--- src/rtl/design_selector_if.sv ---
// Bus bundle for design_selector: host-side select/data and the per-project fan-out.
// slave = selector side, master = host plus project array.
interface design_selector_if #(
  parameter int NUM_DESIGNS = 8,
  parameter int SEL_BITS    = $clog2(NUM_DESIGNS + 1),
  parameter int INPUT_BITS  = 16,
  parameter int OUTPUT_BITS = 16
);
  logic [SEL_BITS-1:0]                sel;
  logic [INPUT_BITS-1:0]              in;
  logic [OUTPUT_BITS-1:0]             out;
  logic                               busy;
  logic [SEL_BITS-1:0]                active;
  logic [NUM_DESIGNS-1:0]             proj_clk_en;
  logic [NUM_DESIGNS-1:0]             proj_rst_n;
  logic [NUM_DESIGNS*INPUT_BITS-1:0]  proj_in;
  logic [NUM_DESIGNS*OUTPUT_BITS-1:0] proj_out;

  modport master (
    output sel, in, proj_out,
    input  out, busy, active, proj_clk_en, proj_rst_n, proj_in
  );

  modport slave (
    input  sel, in, proj_out,
    output out, busy, active, proj_clk_en, proj_rst_n, proj_in
  );
endinterface

--- src/rtl/design_selector.sv ---
// Routes shared in/out buses to one of NUM_DESIGNS projects and sequences project switches
// (drain under reset, all-off, wake under reset). Define DESIGN_SEL_OUTREG_EN to register out.
module design_selector #(
  parameter int NUM_DESIGNS = 8,
  parameter int SEL_BITS    = $clog2(NUM_DESIGNS + 1),
  parameter int INPUT_BITS  = 16,
  parameter int OUTPUT_BITS = 16,
  parameter int RST_CYCLES  = 4
) (
  input logic              clk,
  input logic              rst_n,
  design_selector_if.slave bus
);
  localparam int CNT_BITS = $clog2(RST_CYCLES + 1);
  localparam logic [SEL_BITS-1:0] NONE     = SEL_BITS'(NUM_DESIGNS);
  localparam logic [CNT_BITS-1:0] CNT_LOAD = CNT_BITS'(RST_CYCLES - 1);

  typedef enum logic [1:0] {RUN, DRAIN, OFF, WAKE} state_e;

  state_e                          state_q, state_d;
  logic [CNT_BITS-1:0]             cnt_q, cnt_d;
  logic [SEL_BITS-1:0]             sel_d, sel_q, sel_qq;
  logic [SEL_BITS-1:0]             target_q, target_d;
  logic [SEL_BITS-1:0]             active_q, active_d;
  logic                            busy_q, busy_d;
  logic [NUM_DESIGNS-1:0]          en_q, en_d;
  logic [NUM_DESIGNS-1:0]          rstn_q, rstn_d;
  logic [OUTPUT_BITS-1:0]          mux_out;
  logic [NUM_DESIGNS*INPUT_BITS-1:0] proj_in_c;
  logic                            req;

  always_ff @(posedge clk or negedge rst_n) begin
    if (!rst_n) begin
      state_q  <= RUN;
      cnt_q    <= '0;
      sel_q    <= NONE;
      sel_qq   <= NONE;
      target_q <= NONE;
      active_q <= NONE;
      busy_q   <= 1'b1;
      en_q     <= '0;
      rstn_q   <= '0;
    end else begin
      state_q  <= state_d;
      cnt_q    <= cnt_d;
      sel_q    <= sel_d;
      sel_qq   <= sel_q;
      target_q <= target_d;
      active_q <= active_d;
      busy_q   <= busy_d;
      en_q     <= en_d;
      rstn_q   <= rstn_d;
    end
  end

  always_comb begin
    sel_d    = (bus.sel >= NONE) ? NONE : bus.sel;
    req      = (sel_q == sel_qq) && (sel_qq != active_q);
    state_d  = state_q;
    cnt_d    = cnt_q;
    target_d = target_q;
    active_d = active_q;
    unique case (state_q)
      RUN: begin
        if (req) begin
          target_d = sel_qq;
          if (active_q == NONE) begin
            state_d = OFF;
          end else begin
            state_d = DRAIN;
            cnt_d   = CNT_LOAD;
          end
        end
      end
      DRAIN: begin
        if (cnt_q == '0) state_d = OFF;
        else             cnt_d   = cnt_q - CNT_BITS'(1);
      end
      OFF: begin
        active_d = target_q;
        if (target_q == NONE) begin
          state_d = RUN;
        end else begin
          state_d = WAKE;
          cnt_d   = CNT_LOAD;
        end
      end
      WAKE: begin
        if (cnt_q == '0) state_d = RUN;
        else             cnt_d   = cnt_q - CNT_BITS'(1);
      end
      default: state_d = RUN;
    endcase
  end

  // Registered outputs are computed from next-state values so they line up with state_q.
  always_comb begin
    busy_d    = (state_d != RUN);
    en_d      = '0;
    rstn_d    = '0;
    mux_out   = '0;
    proj_in_c = '0;
    for (int unsigned i = 0; i < NUM_DESIGNS; i++) begin
      if (active_d == SEL_BITS'(i)) begin
        unique case (state_d)
          RUN: begin
            en_d[i]   = 1'b1;
            rstn_d[i] = 1'b1;
          end
          DRAIN, WAKE: en_d[i] = 1'b1;
          default: ;
        endcase
      end
      if (state_q == RUN && active_q == SEL_BITS'(i)) begin
        proj_in_c[i*INPUT_BITS +: INPUT_BITS] = bus.in;
        mux_out = bus.proj_out[i*OUTPUT_BITS +: OUTPUT_BITS];
      end
    end
  end

  assign bus.busy        = busy_q;
  assign bus.active      = active_q;
  assign bus.proj_clk_en = en_q;
  assign bus.proj_rst_n  = rstn_q;
  assign bus.proj_in     = proj_in_c;

`ifdef DESIGN_SEL_OUTREG_EN
  logic [OUTPUT_BITS-1:0] out_q, out_d;

  always_comb out_d = mux_out;

  always_ff @(posedge clk or negedge rst_n) begin
    if (!rst_n) out_q <= '0;
    else        out_q <= out_d;
  end

  assign bus.out = out_q;
`else
  assign bus.out = mux_out;
`endif
endmodule

--- src/flat_wrapper.sv ---
// flat-port wrapper written by rule: the top's interface ports become plain ports
module design_selector_flat 
#(
  parameter int NUM_DESIGNS = 8,
  parameter int SEL_BITS    = $clog2(NUM_DESIGNS + 1),
  parameter int INPUT_BITS  = 16,
  parameter int OUTPUT_BITS = 16,
  parameter int RST_CYCLES  = 4
)
  (clk, rst_n, bus_sel, bus_in, bus_proj_out, bus_out, bus_busy, bus_active, bus_proj_clk_en, bus_proj_rst_n, bus_proj_in);
  design_selector_if #(.NUM_DESIGNS(NUM_DESIGNS), .SEL_BITS(SEL_BITS), .INPUT_BITS(INPUT_BITS), .OUTPUT_BITS(OUTPUT_BITS)) bus_i ();
  input logic clk;
  input logic rst_n;
  input wire logic [$bits(bus_i.sel)-1:0] bus_sel;
  input wire logic [$bits(bus_i.in)-1:0] bus_in;
  input wire logic [$bits(bus_i.proj_out)-1:0] bus_proj_out;
  output wire logic [$bits(bus_i.out)-1:0] bus_out;
  output wire logic [$bits(bus_i.busy)-1:0] bus_busy;
  output wire logic [$bits(bus_i.active)-1:0] bus_active;
  output wire logic [$bits(bus_i.proj_clk_en)-1:0] bus_proj_clk_en;
  output wire logic [$bits(bus_i.proj_rst_n)-1:0] bus_proj_rst_n;
  output wire logic [$bits(bus_i.proj_in)-1:0] bus_proj_in;
  assign bus_i.sel = bus_sel;
  assign bus_i.in = bus_in;
  assign bus_i.proj_out = bus_proj_out;
  assign bus_out = bus_i.out;
  assign bus_busy = bus_i.busy;
  assign bus_active = bus_i.active;
  assign bus_proj_clk_en = bus_i.proj_clk_en;
  assign bus_proj_rst_n = bus_i.proj_rst_n;
  assign bus_proj_in = bus_i.proj_in;
  design_selector #(.NUM_DESIGNS(NUM_DESIGNS), .SEL_BITS(SEL_BITS), .INPUT_BITS(INPUT_BITS), .OUTPUT_BITS(OUTPUT_BITS), .RST_CYCLES(RST_CYCLES)) u_core (.clk(clk), .rst_n(rst_n), .bus(bus_i));
endmodule
--- config.mk ---
export PLATFORM = sky130hd
export DESIGN_NAME = design_selector_flat
export DESIGN_NICKNAME = d
export VERILOG_FILES = /design/src/rtl/design_selector_if.sv /design/src/rtl/design_selector.sv /design/src/flat_wrapper.sv
export SDC_FILE = /design/constraint.sdc
export NUM_CORES = 1
export LEC_CHECK = 0
export ABC_CLOCK_PERIOD_IN_PS = 2500
export CAP_MARGIN = 0
export CORE_AREA = 2 2 121 123
export DETAILED_ROUTE_END_ITERATION = 7
export DIE_AREA = 0 0 123 125
export DONT_BUFFER_PORTS = 1
export GPL_ROUTABILITY_DRIVEN = 1
export SYNTH_ARGS = -nofsm -noshare
export SYNTH_HDL_FRONTEND = slang
export SYNTH_SLANG_ARGS = --single-unit
--- constraint.sdc ---
create_clock -name clk -period 2.5 [get_ports clk]
set_input_delay 0.25 -clock clk [delete_from_list [all_inputs] [get_ports clk]]
set_output_delay 0.25 -clock clk [all_outputs]
set_load 0.03 [all_outputs]
==> results.json, run 1 <==
{
  "status": "completed",
  "diodes": 0,
  "die-area_um2": 15400,
  "syn_nets": 609,
  "most-common-layout-cells": "163 x buf_4, 80 x and2_1, 49 x and3_1, 33 x mux2i_1, 30 x dfrtp_1",
  "final_max_slew_viol_count": 0,
  "firstDrtPassIters": 5,
  "via_per_inst": 5.23,
  "slew_headroom": 0.643,
  "core_um2": 14200,
  "dpl_cell_area_um2": 5100,
  "insertion_delay_ns": 0.28,
  "synth-edff-count": 0,
  "start_util": 0.263,
  "dp.cells": 769,
  "remaining_drc_errors": 0,
  "crit_fanout": 12,
  "placementRows": 44,
  "path_class": "reg2out",
  "gp_congestion": 0.922,
  "overflow": 0,
  "crit_path_cell_trace": "or4b_4, nor3_4, buf_6, a21oi_1, o21ai_0, o2bb2ai_2, buf_12",
  "layout_commonest_cell": "buf_4",
  "finalSetupViolCount": 0,
  "final_util": 0.375,
  "synth_seq_cells": 38,
  "n_fill_cell": 1452,
  "gr-usage-all-layers": 0.184,
  "routed_wl_um": 15300,
  "grt_pass1_vias": 3815,
  "finalPower_w": 0.00511,
  "arrival_ns": 2.16,
  "drt_iter0_drc": 282,
  "worstSetupStartpointType": "flip-flop",
  "grt_max_degree": 40,
  "drv_cap": 0,
  "period_share": 0.963,
  "cts.path.max_buffers": 2,
  "drive_gt1_frac": 0.371,
  "cts_max_level": 2,
  "ir_drop_v": 0.000564,
  "portBuffers": 0,
  "clk_pin_slew_ns": 0.06,
  "cpPeakStageDelay_ns": 0.55,
  "fmax_ghz": 0.415,
  "synth_ff_type": "dfrtp_1",
  "fin_worst_skew_ns": 0.00289,
  "vias": 4080,
  "cp.required_ns": 2.25,
  "tightest_slew_ns": 0.532,
  "postSynthCellCount": 457,
  "path_buf_inv": 2,
  "syn_area_per_cell_um2": 8.18,
  "critical_path.top_delay_family": "simple AND/OR/NAND/NOR gates",
  "cpMaxStageDelayCell": "or4b_4",
  "cts.sinks": 38,
  "ys_seq_area_frac": 0.256,
  "final_hold_viol_count": 0,
  "final_cell_area_um2": 5330,
  "mappedNetlistArea_um2": 3740,
  "whs_ns": 0.0315,
  "seqCellArea_um2": 963,
  "ys_types": 46,
  "cts_buffers": 5,
  "finalNonFillerCells": 780,
  "dpl.hpwl_um": 12100,
  "grt_pass1_wl_um": 22000,
  "worstSetupEndpointType": "output pin",
  "async_flop_share": 1.00,
  "ant_nets": 0,
  "antenna_found_initial": 0,
  "die_y_um": 125,
  "finalNetCount": 747,
  "routedWlPerCell_um": 19.6,
  "synth_warnings": 0,
  "cts_tree": "yes",
  "cts_setup_buffers": 0,
  "multiInputGateArea_um2": 2550,
  "fp.dieW_um": 123,
  "rsz0062_at_grt": "yes",
  "cts_root_buf": "clkbuf_16",
  "leakagePower_nw": 2.63,
  "hold_class": "in2reg",
  "powerDensity_nw_per_um2": 958,
  "finalCriticalPeriod_ns": 2.41,
  "io_pins": 315,
  "area_growth_pct": 42.7
}
[final timing paths]
path | endpoint | start | cells past startpoint | slack (ns)
max | bus_out[0] | u_core.state_q[0]$_DFF_PN0_ | 7 | 0.09
min reg2reg | u_core.sel_qq[3]$_DFF_PN1_ | u_core.sel_q[3]$_DFF_PN1_ | 0 | 0.37
min in group asynchronous | u_core.bus.active[2]$_DFF_PN0_ | rst_n | 2 | 0.43
min | u_core.sel_q[2]$_DFF_PN0_ | bus_sel[3] | 1 | 0.03
max reg2reg | u_core.bus.proj_clk_en[2]$_DFF_PN0_ | u_core.bus.active[3]$_DFF_PN1_ | 6 | 0.18
max in group asynchronous | u_core.sel_q[3]$_DFF_PN1_ | rst_n | 2 | 1.83
[routing by layer]
| metal | track usage | part of all wire |
|---|---|---|
| met1 | 0.235 | 0.40 |
| met2 | 0.323 | 0.49 |
| met3 | 0.0292 | 0.091 |
| met4 | 0.0374 | 0.012 |
| met5 | 0 | 0 |
[timing repair]
action | CTS | global route
hold buffers | 3 | 0
endpoints found under the setup margin | 1 | 38
endpoints found under the hold margin | 39 | 0
resized for setup | 1 | 10
[cells in the mapped netlist, drive strengths merged, types with 5 or more instances]
| cell type | n | area share |
|---|---|---|
| nor2b | 6 | 0.010 |
| clkbuf | 22 | 0.022 |
| inv | 9 | 0.0090 |
| mux2i | 33 | 0.088 |
| and2 | 80 | 0.13 |
| dfrtp | 33 | 0.22 |
| nand2 | 19 | 0.019 |
| dfstp | 5 | 0.035 |
| o2bb2ai | 14 | 0.033 |
| a21oi | 26 | 0.035 |
| a22oi | 13 | 0.026 |
| nand2b | 7 | 0.012 |
| o21ai | 28 | 0.039 |
| nor2 | 23 | 0.024 |
| nor3 | 12 | 0.020 |
| mux2 | 17 | 0.051 |
| and3 | 50 | 0.084 |
| buf | 22 | 0.034 |
| xor2 | 5 | 0.012 |
[cell type report]
type | count | share of cell area
inverter | 9 | 0.00634
tap | 184 | 0.0432
multi-input combinational | 366 | 0.479
sequential | 38 | 0.181
timing repair buffer | 175 | 0.263
clock inverter | 2 | 0.00235
clock buffer | 6 | 0.0260
[registers in the layout (all words and copies together), names as in the netlist]
| register | count |
|---|---|
| u_core.bus.busy | 1 |
| u_core.bus.active | 4 |
| u_core.state_q | 2 |
| u_core.sel_qq | 4 |
| u_core.bus.proj_clk_en | 8 |
| u_core.target_q | 4 |
| u_core.bus.proj_rst_n | 8 |
| u_core.sel_q | 4 |
| u_core.cnt_q | 3 |
[cells by family (layout without fill, tap and decap cells)]
family / after synthesis / in the layout / share of synthesized area
xor+xnor: 9 / 9 / 0.0211
flops: 38 / 38 / 0.256
mux: 51 / 51 / 0.146
compound gates: 98 / 98 / 0.173
simple gates: 206 / 206 / 0.331
buf+inv: 53 / 192 / 0.0660
fa+ha+maj: 2 / 2 / 0.00670
[stage by stage]
step / setup TNS [ns] / worst slack, ns
2_1_floorplan: 0 / 0.137
3_3_place_gp: 0 / 0.312
3_5_place_dp: 0 / 0.233
4_1_cts: 0 / 0.00942
5_1_grt: -0.00952 / -0.00768
6_report: 0 / 0.0927
[report_power, final]
| part | total (W) | switching, W | internal [W] |
|---|---|---|---|
| sequential | 0.00113 | 0.000322 | 0.000812 |
| clock | 0.000622 | 0.000228 | 0.000394 |
| combinational | 0.00335 | 0.00206 | 0.00129 |
(Power assumes the default switching activity.)
==> run 2, diff against run 1 <==
- REMOVE_ABC_BUFFERS: unset -> 1
==> run 2 against run 1 <==
  * Count of clock-buffer cells in the layout did not move
  * Non-clock buffer count grew 1
  * Flip-flop and latch count is the same
  * Critical path type unchanged
  * Routed wire length increased by 4.5%
  * Largest power group unchanged
  * Setup slack got worse by 0.015 ns
  * First-iteration DRC count fell by 21%
  * Critical endpoint unchanged
==> results.json, run 2 (synthesis gave the netlist of run 1 again) <==
{
  "placementRows": 44,
  "vias": 4038,
  "finalNonFillerCells": 781,
  "routed_wl_um": 15900,
  "grt_pass1_wl_um": 22700,
  "io_pins": 315,
  "seq_power_share": 0.216,
  "cts_root_buf": "clkbuf_16",
  "path_buf_inv": 2,
  "remaining_drc_errors": 0,
  "fmax_ghz": 0.413,
  "gr-usage-all-layers": 0.191,
  "final_max_slew_viol_count": 0,
  "power.share.combinational": 0.669,
  "cpMaxStageDelayCell": "or4b_4",
  "leakagePower_nw": 2.66,
  "reg2reg_from": "u_core.bus.active[3]$_DFF_PN1_",
  "most-common-layout-cells": "160 x buf_4, 80 x and2_1, 49 x and3_1, 33 x mux2i_1, 29 x dfrtp_1",
  "grt_max_degree": 41,
  "period_share": 0.969,
  "cp.required_ns": 2.25,
  "r2r-end": "u_core.bus.proj_clk_en[2]$_DFF_PN0_",
  "arrival_ns": 2.17,
  "worstSetupEndpointType": "output pin",
  "swShare": 0.503,
  "switchingPower_w": 0.00264,
  "crit_path_cell_trace": "or4b_4, nor3_4, buf_12, a21oi_1, o21ai_1, o2bb2ai_1, buf_4",
  "reg2regPathDepth": 6,
  "final_cell_area_um2": 5430,
  "crit_fanout": 22,
  "finalCriticalPeriod_ns": 2.42,
  "pwr-share-clk": 0.115,
  "cts.path.max_buffers": 2,
  "powerDensity_nw_per_um2": 967,
  "critical_path.top_delay_family": "simple AND/OR/NAND/NOR gates",
  "cp-endpoint": "bus_out[0]",
  "fp.dieW_um": 123,
  "n_fill_cell": 1426,
  "routedWlPerCell_um": 20.4,
  "cts.sinks": 38,
  "die_y_um": 125,
  "firstDrtPassIters": 4,
  "via_per_inst": 5.17,
  "layout_commonest_cell": "buf_4",
  "rsz0062_at_grt": "yes",
  "antenna_found_initial": 1,
  "worstSetupStartpointType": "flip-flop",
  "seqCellArea_um2": 962,
  "insertion_delay_ns": 0.28,
  "cpPeakStageDelay_ns": 0.56,
  "overflow": 0,
  "grt_pass1_vias": 3765,
  "area_growth_pct": 45.3,
  "fin_worst_skew_ns": 0.00348,
  "r2r_slack_ns": 0.25,
  "critical_path_depth": 7,
  "cts_max_level": 2,
  "ant_nets": 0,
  "cts_buffers": 5,
  "diodes": 0,
  "dp.cells": 764,
  "drv_cap": 0,
  "path_class": "reg2out",
  "finalSetupViolCount": 0,
  "ir_drop_v": 0.000670,
  "slew_headroom": 0.637,
  "status": "completed",
  "final_hold_viol_count": 0,
  "hold_class": "in2reg",
  "portBuffers": 0,
  "multiInputGateArea_um2": 2570,
  "drt_iter0_drc": 223,
  "cts_tree": "yes",
  "tightest_slew_ns": 0.542,
  "drive_gt1_frac": 0.375,
  "core_um2": 14200,
  "cellInternalPower_w": 0.00261,
  "dpl_cell_area_um2": 5170,
  "dpl.hpwl_um": 12900,
  "clk_pin_slew_ns": 0.05,
  "finalNetCount": 748,
  "start_util": 0.263,
  "startpoint": "u_core.state_q[0]$_DFF_PN0_",
  "die-area_um2": 15400,
  "gp_congestion": 0.950
}
==> run 2: cell types whose count changed in the layout (fill, tap and decap cells not counted), moves of 2 or more <==
| cell | delta |
|---|---|
| buf_12 | +8 |
| buf_4 | -3 |
| buf_6 | -4 |
| dfrtp_2 | +2 |
| o21ai_0 | -3 |
| o21ai_1 | +3 |
| o2bb2ai_1 | -2 |
| o2bb2ai_2 | +2 |
==> run 2: layout make-up <==
| cell class | count | share of cell area |
|---|---|---|
| Multi-Input combinational cell | 366 | 0.473 |
| Tap cell | 184 | 0.0424 |
| Sequential cell | 38 | 0.177 |
| Inverter | 9 | 0.00622 |
| Clock inverter | 2 | 0.00254 |
| Clock buffer | 6 | 0.0237 |
| Timing Repair Buffer | 176 | 0.275 |
==> run 2: worst min-delay path by stage <==
stage	from	slack [ns]	end	depth (start not counted)
after floorplan	rst_n	-0.05	u_core.bus.active[0]$_DFF_PN0_	0
after global placement	rst_n	-0.04	u_core.bus.proj_rst_n[0]$_DFF_PN0_	0
after detailed placement	rst_n	-0.04	u_core.bus.proj_rst_n[0]$_DFF_PN0_	0
after CTS	bus_sel[3]	0.02	u_core.sel_q[0]$_DFF_PN0_	1
after global routing	bus_sel[3]	0.03	u_core.sel_q[2]$_DFF_PN0_	1
final	bus_sel[3]	0.03	u_core.sel_q[0]$_DFF_PN0_	1
==> run 2: power groups by stage <==
stage / registers [W] / logic [W] / clock network (W)
finish: 0.00114 / 0.00351 / 0.000604
global route: 0.00116 / 0.00376 / 0.000642
CTS: 0.00115 / 0.00345 / 0.000624
detailed placement: 0.00116 / 0.00341 / 0
global placement: 0.00115 / 0.00335 / 0
floorplan: 0.00127 / 0.00194 / 0
==> run 2: metal layers <==
layer / share of wire / global-route usage
met1: 0.42 / 0.253
met2: 0.51 / 0.334
met3: 0.070 / 0.0342
met4: 0.0067 / 0.0221
met5: 0.00082 / 0
==> run 2: repair_timing <==
item                                    in CTS  in global routing
hold buffers                                 3                  0
endpoints found under the setup margin       9                 19
buffers inserted                             0                  6
resized for setup                            4                  7
cloned                                       0                  0
endpoints found under the hold margin       39                  0
==> run 2: stage by stage <==
| step | TNS [ns] | setup WS, ns | hold slack [ns] | utilization | power (W) |
|---|---|---|---|---|---|
| after floorplan | -103.33 | -1.50 | -0.0456 | - | 0.00321 |
| after global placement | 0 | 0.256 | -0.0442 | 0.364 | 0.00450 |
| after detailed placement | 0 | 0.222 | -0.0448 | 0.364 | 0.00456 |
| after CTS | 0 | 0.0167 | 0.0180 | 0.378 | 0.00522 |
| after global routing | -0.0303 | -0.0146 | 0.0288 | 0.382 | 0.00556 |
| final | 0 | 0.0780 | 0.0256 | 0.382 | 0.00525 |
==> run 3, diff against run 2 <==
- ABC_CLOCK_PERIOD_IN_PS: 2500 -> 2000
- CAP_MARGIN: 0 -> 20
- clock period: 2.5 -> 2 ns (I/O delays scaled with it)
==> run 3 against run 2 <==
  * The run now ends with setup timing left
  * Routed wire length grew 13%
  * Count of clock-buffer cells in the layout is the same
  * Die area is the same
  * Utilization grew 8.9 points
  * Hold slack gained 0.036 ns
  * Combinational power grew 60%
  * Register-to-register slack lost 0.23 ns
==> results.json, run 3 (synthesis gave the netlist of run 1 again) <==
{
  "grt_max_degree": 41,
  "multiInputGateArea_um2": 2850,
  "finalNonFillerCells": 821,
  "dp.cells": 782,
  "ir_drop_v": 0.000817,
  "most-common-layout-cells": "100 x buf_6, 82 x buf_4, 41 x and2_4, 39 x and2_1, 32 x mux2i_1",
  "crit_fanout": 6,
  "setup_ws_ns": -0.403,
  "antenna_found_initial": 1,
  "powerDensity_nw_per_um2": 1170,
  "cpPeakStageDelay_ns": 0.57,
  "dpl.hpwl_um": 13200,
  "slew_headroom": 0.725,
  "vias": 4360,
  "cts_buffers": 5,
  "finalSetupViolCount": 139,
  "leakagePower_nw": 3.08,
  "path_class": "reg2out",
  "path_common_cell": "buf_12",
  "gr-usage-all-layers": 0.208,
  "drt_iter0_drc": 228,
  "diodes": 0,
  "cpMaxStageDelayCell": "or4b_4",
  "ant_nets": 0,
  "clk_pin_slew_ns": 0.06,
  "cts_max_level": 2,
  "cts_root_buf": "clkbuf_16",
  "hold_class": "in2reg",
  "firstDrtPassIters": 4,
  "violations": "setup timing",
  "cts.path.max_buffers": 2,
  "portBuffers": 0,
  "layout_commonest_cell": "buf_6",
  "placementRows": 44,
  "period_share": 1.20,
  "crit_path_cell_trace": "or4b_4, nor3_4, buf_6, buf_12, buf_12, a21oi_1, o21ai_0, o2bb2ai_1, buf_4",
  "worstSetupEndpointType": "output pin",
  "die_y_um": 125,
  "grt_pass1_vias": 4254,
  "arrival_ns": 2.20,
  "final_hold_viol_count": 0,
  "start_util": 0.263,
  "rsz0062_at_grt": "yes",
  "finalCriticalPeriod_ns": 2.40,
  "dp_slack_ns": -0.113,
  "drive_gt1_frac": 0.531,
  "core_um2": 14200,
  "cts_tree": "yes",
  "routed_wl_um": 18000,
  "finalNetCount": 788,
  "fin_worst_skew_ns": 0.00601,
  "cp.required_ns": 1.80,
  "area_growth_pct": 79.0,
  "grt_pass1_wl_um": 24700,
  "final_max_slew_viol_count": 0,
  "gp_congestion": 0.954,
  "seqCellArea_um2": 960,
  "tightest_slew_ns": 0.412,
  "worstSetupStartpointType": "flip-flop",
  "cts.sinks": 38,
  "die-area_um2": 15400,
  "status": "complete, but fails checks",
  "drv_cap": 0,
  "n_fill_cell": 1289,
  "final_util": 0.471,
  "remaining_drc_errors": 0,
  "insertion_delay_ns": 0.28,
  "fp.dieW_um": 123,
  "io_pins": 315,
  "via_per_inst": 5.31,
  "routedWlPerCell_um": 21.9,
  "overflow": 0,
  "fmax_ghz": 0.416
}
==> run 3: cell count changes in the layout (fill, tap and decap cells not counted), sizes merged <==
cell | previous run | this run
bufinv | 0 | 1
clkbuf | 6 | 12
buf | 174 | 208
clkinvlp | 0 | 1
clkinv | 2 | 0
==> run 3: critical path: cells and delay by family, from the launching register on <==
family	cells	cell delay [ns]
compound gates	3	0.23
simple gates	2	0.74
flops	1	0.39
buf+inv	4	0.55
==> run 3: path summary, 6_finish.rpt <==
| kind | endpoint | slack [ns] | startpoint | depth (start not counted) |
|---|---|---|---|---|
| max | bus_out[5] | -0.40 | u_core.state_q[0]$_DFF_PN0_ | 9 |
| min | u_core.sel_q[2]$_DFF_PN0_ | 0.06 | bus_sel[2] | 1 |
| max reg2reg | u_core.bus.proj_clk_en[1]$_DFF_PN0_ | 0.02 | u_core.bus.active[3]$_DFF_PN1_ | 7 |
| min reg2reg | u_core.sel_qq[3]$_DFF_PN1_ | 0.37 | u_core.sel_q[3]$_DFF_PN1_ | 0 |
| max in group asynchronous | u_core.sel_q[3]$_DFF_PN1_ | 1.38 | rst_n | 2 |
| min in group asynchronous | u_core.bus.active[0]$_DFF_PN0_ | 0.37 | rst_n | 2 |
==> run 3: routing by layer <==
layer,share of wire,up-vias,track usage
li1,-,1979,-
met2,0.53,218,0.381
met1,0.38,2133,0.241
met3,0.080,28,0.0543
met4,0.016,2,0.0434
met5,0.00083,-,0
==> run 3: through the flow <==
step           TNS [ns]  total power (W)  area [um2]  hold WS [ns]
2_1_floorplan   -181.40          0.00402        3520       -0.0956
3_3_place_gp     -0.137          0.00588        5380       -0.0944
3_5_place_dp      -1.30          0.00595        5380       -0.0946
4_1_cts          -33.87          0.00749        6290        0.0595
5_1_grt          -43.19          0.00825        6690        0.0669
6_report         -32.28          0.00785        6690        0.0618
==> run 3: power by group <==
part           switching (W)  internal, W  total, W  leakage, nW
clock               0.000286     0.000588  0.000874       0.0771
combinational        0.00302      0.00262   0.00563         2.52
sequential          0.000328      0.00101   0.00134        0.486
==> run 3: layout make-up <==
class | count | share of cell area
repair buffers | 216 | 0.366
multi-input cells | 366 | 0.426
well taps | 184 | 0.0344
clock inverters | 2 | 0.00561
inverters | 9 | 0.00505
flip-flops and latches | 38 | 0.144
clock buffers | 6 | 0.0193
==> run 3: repair_timing <==
| action | in CTS | in global routing |
|---|---|---|
| endpoints found under the hold margin | 42 | 0 |
| gates cloned | 5 | 4 |
| hold buffers | 3 | 0 |
| pin swaps | 14 | 54 |
| resized for setup | 117 | 93 |
| buffers inserted | 15 | 9 |
| setup endpoints to repair | 146 | 166 |
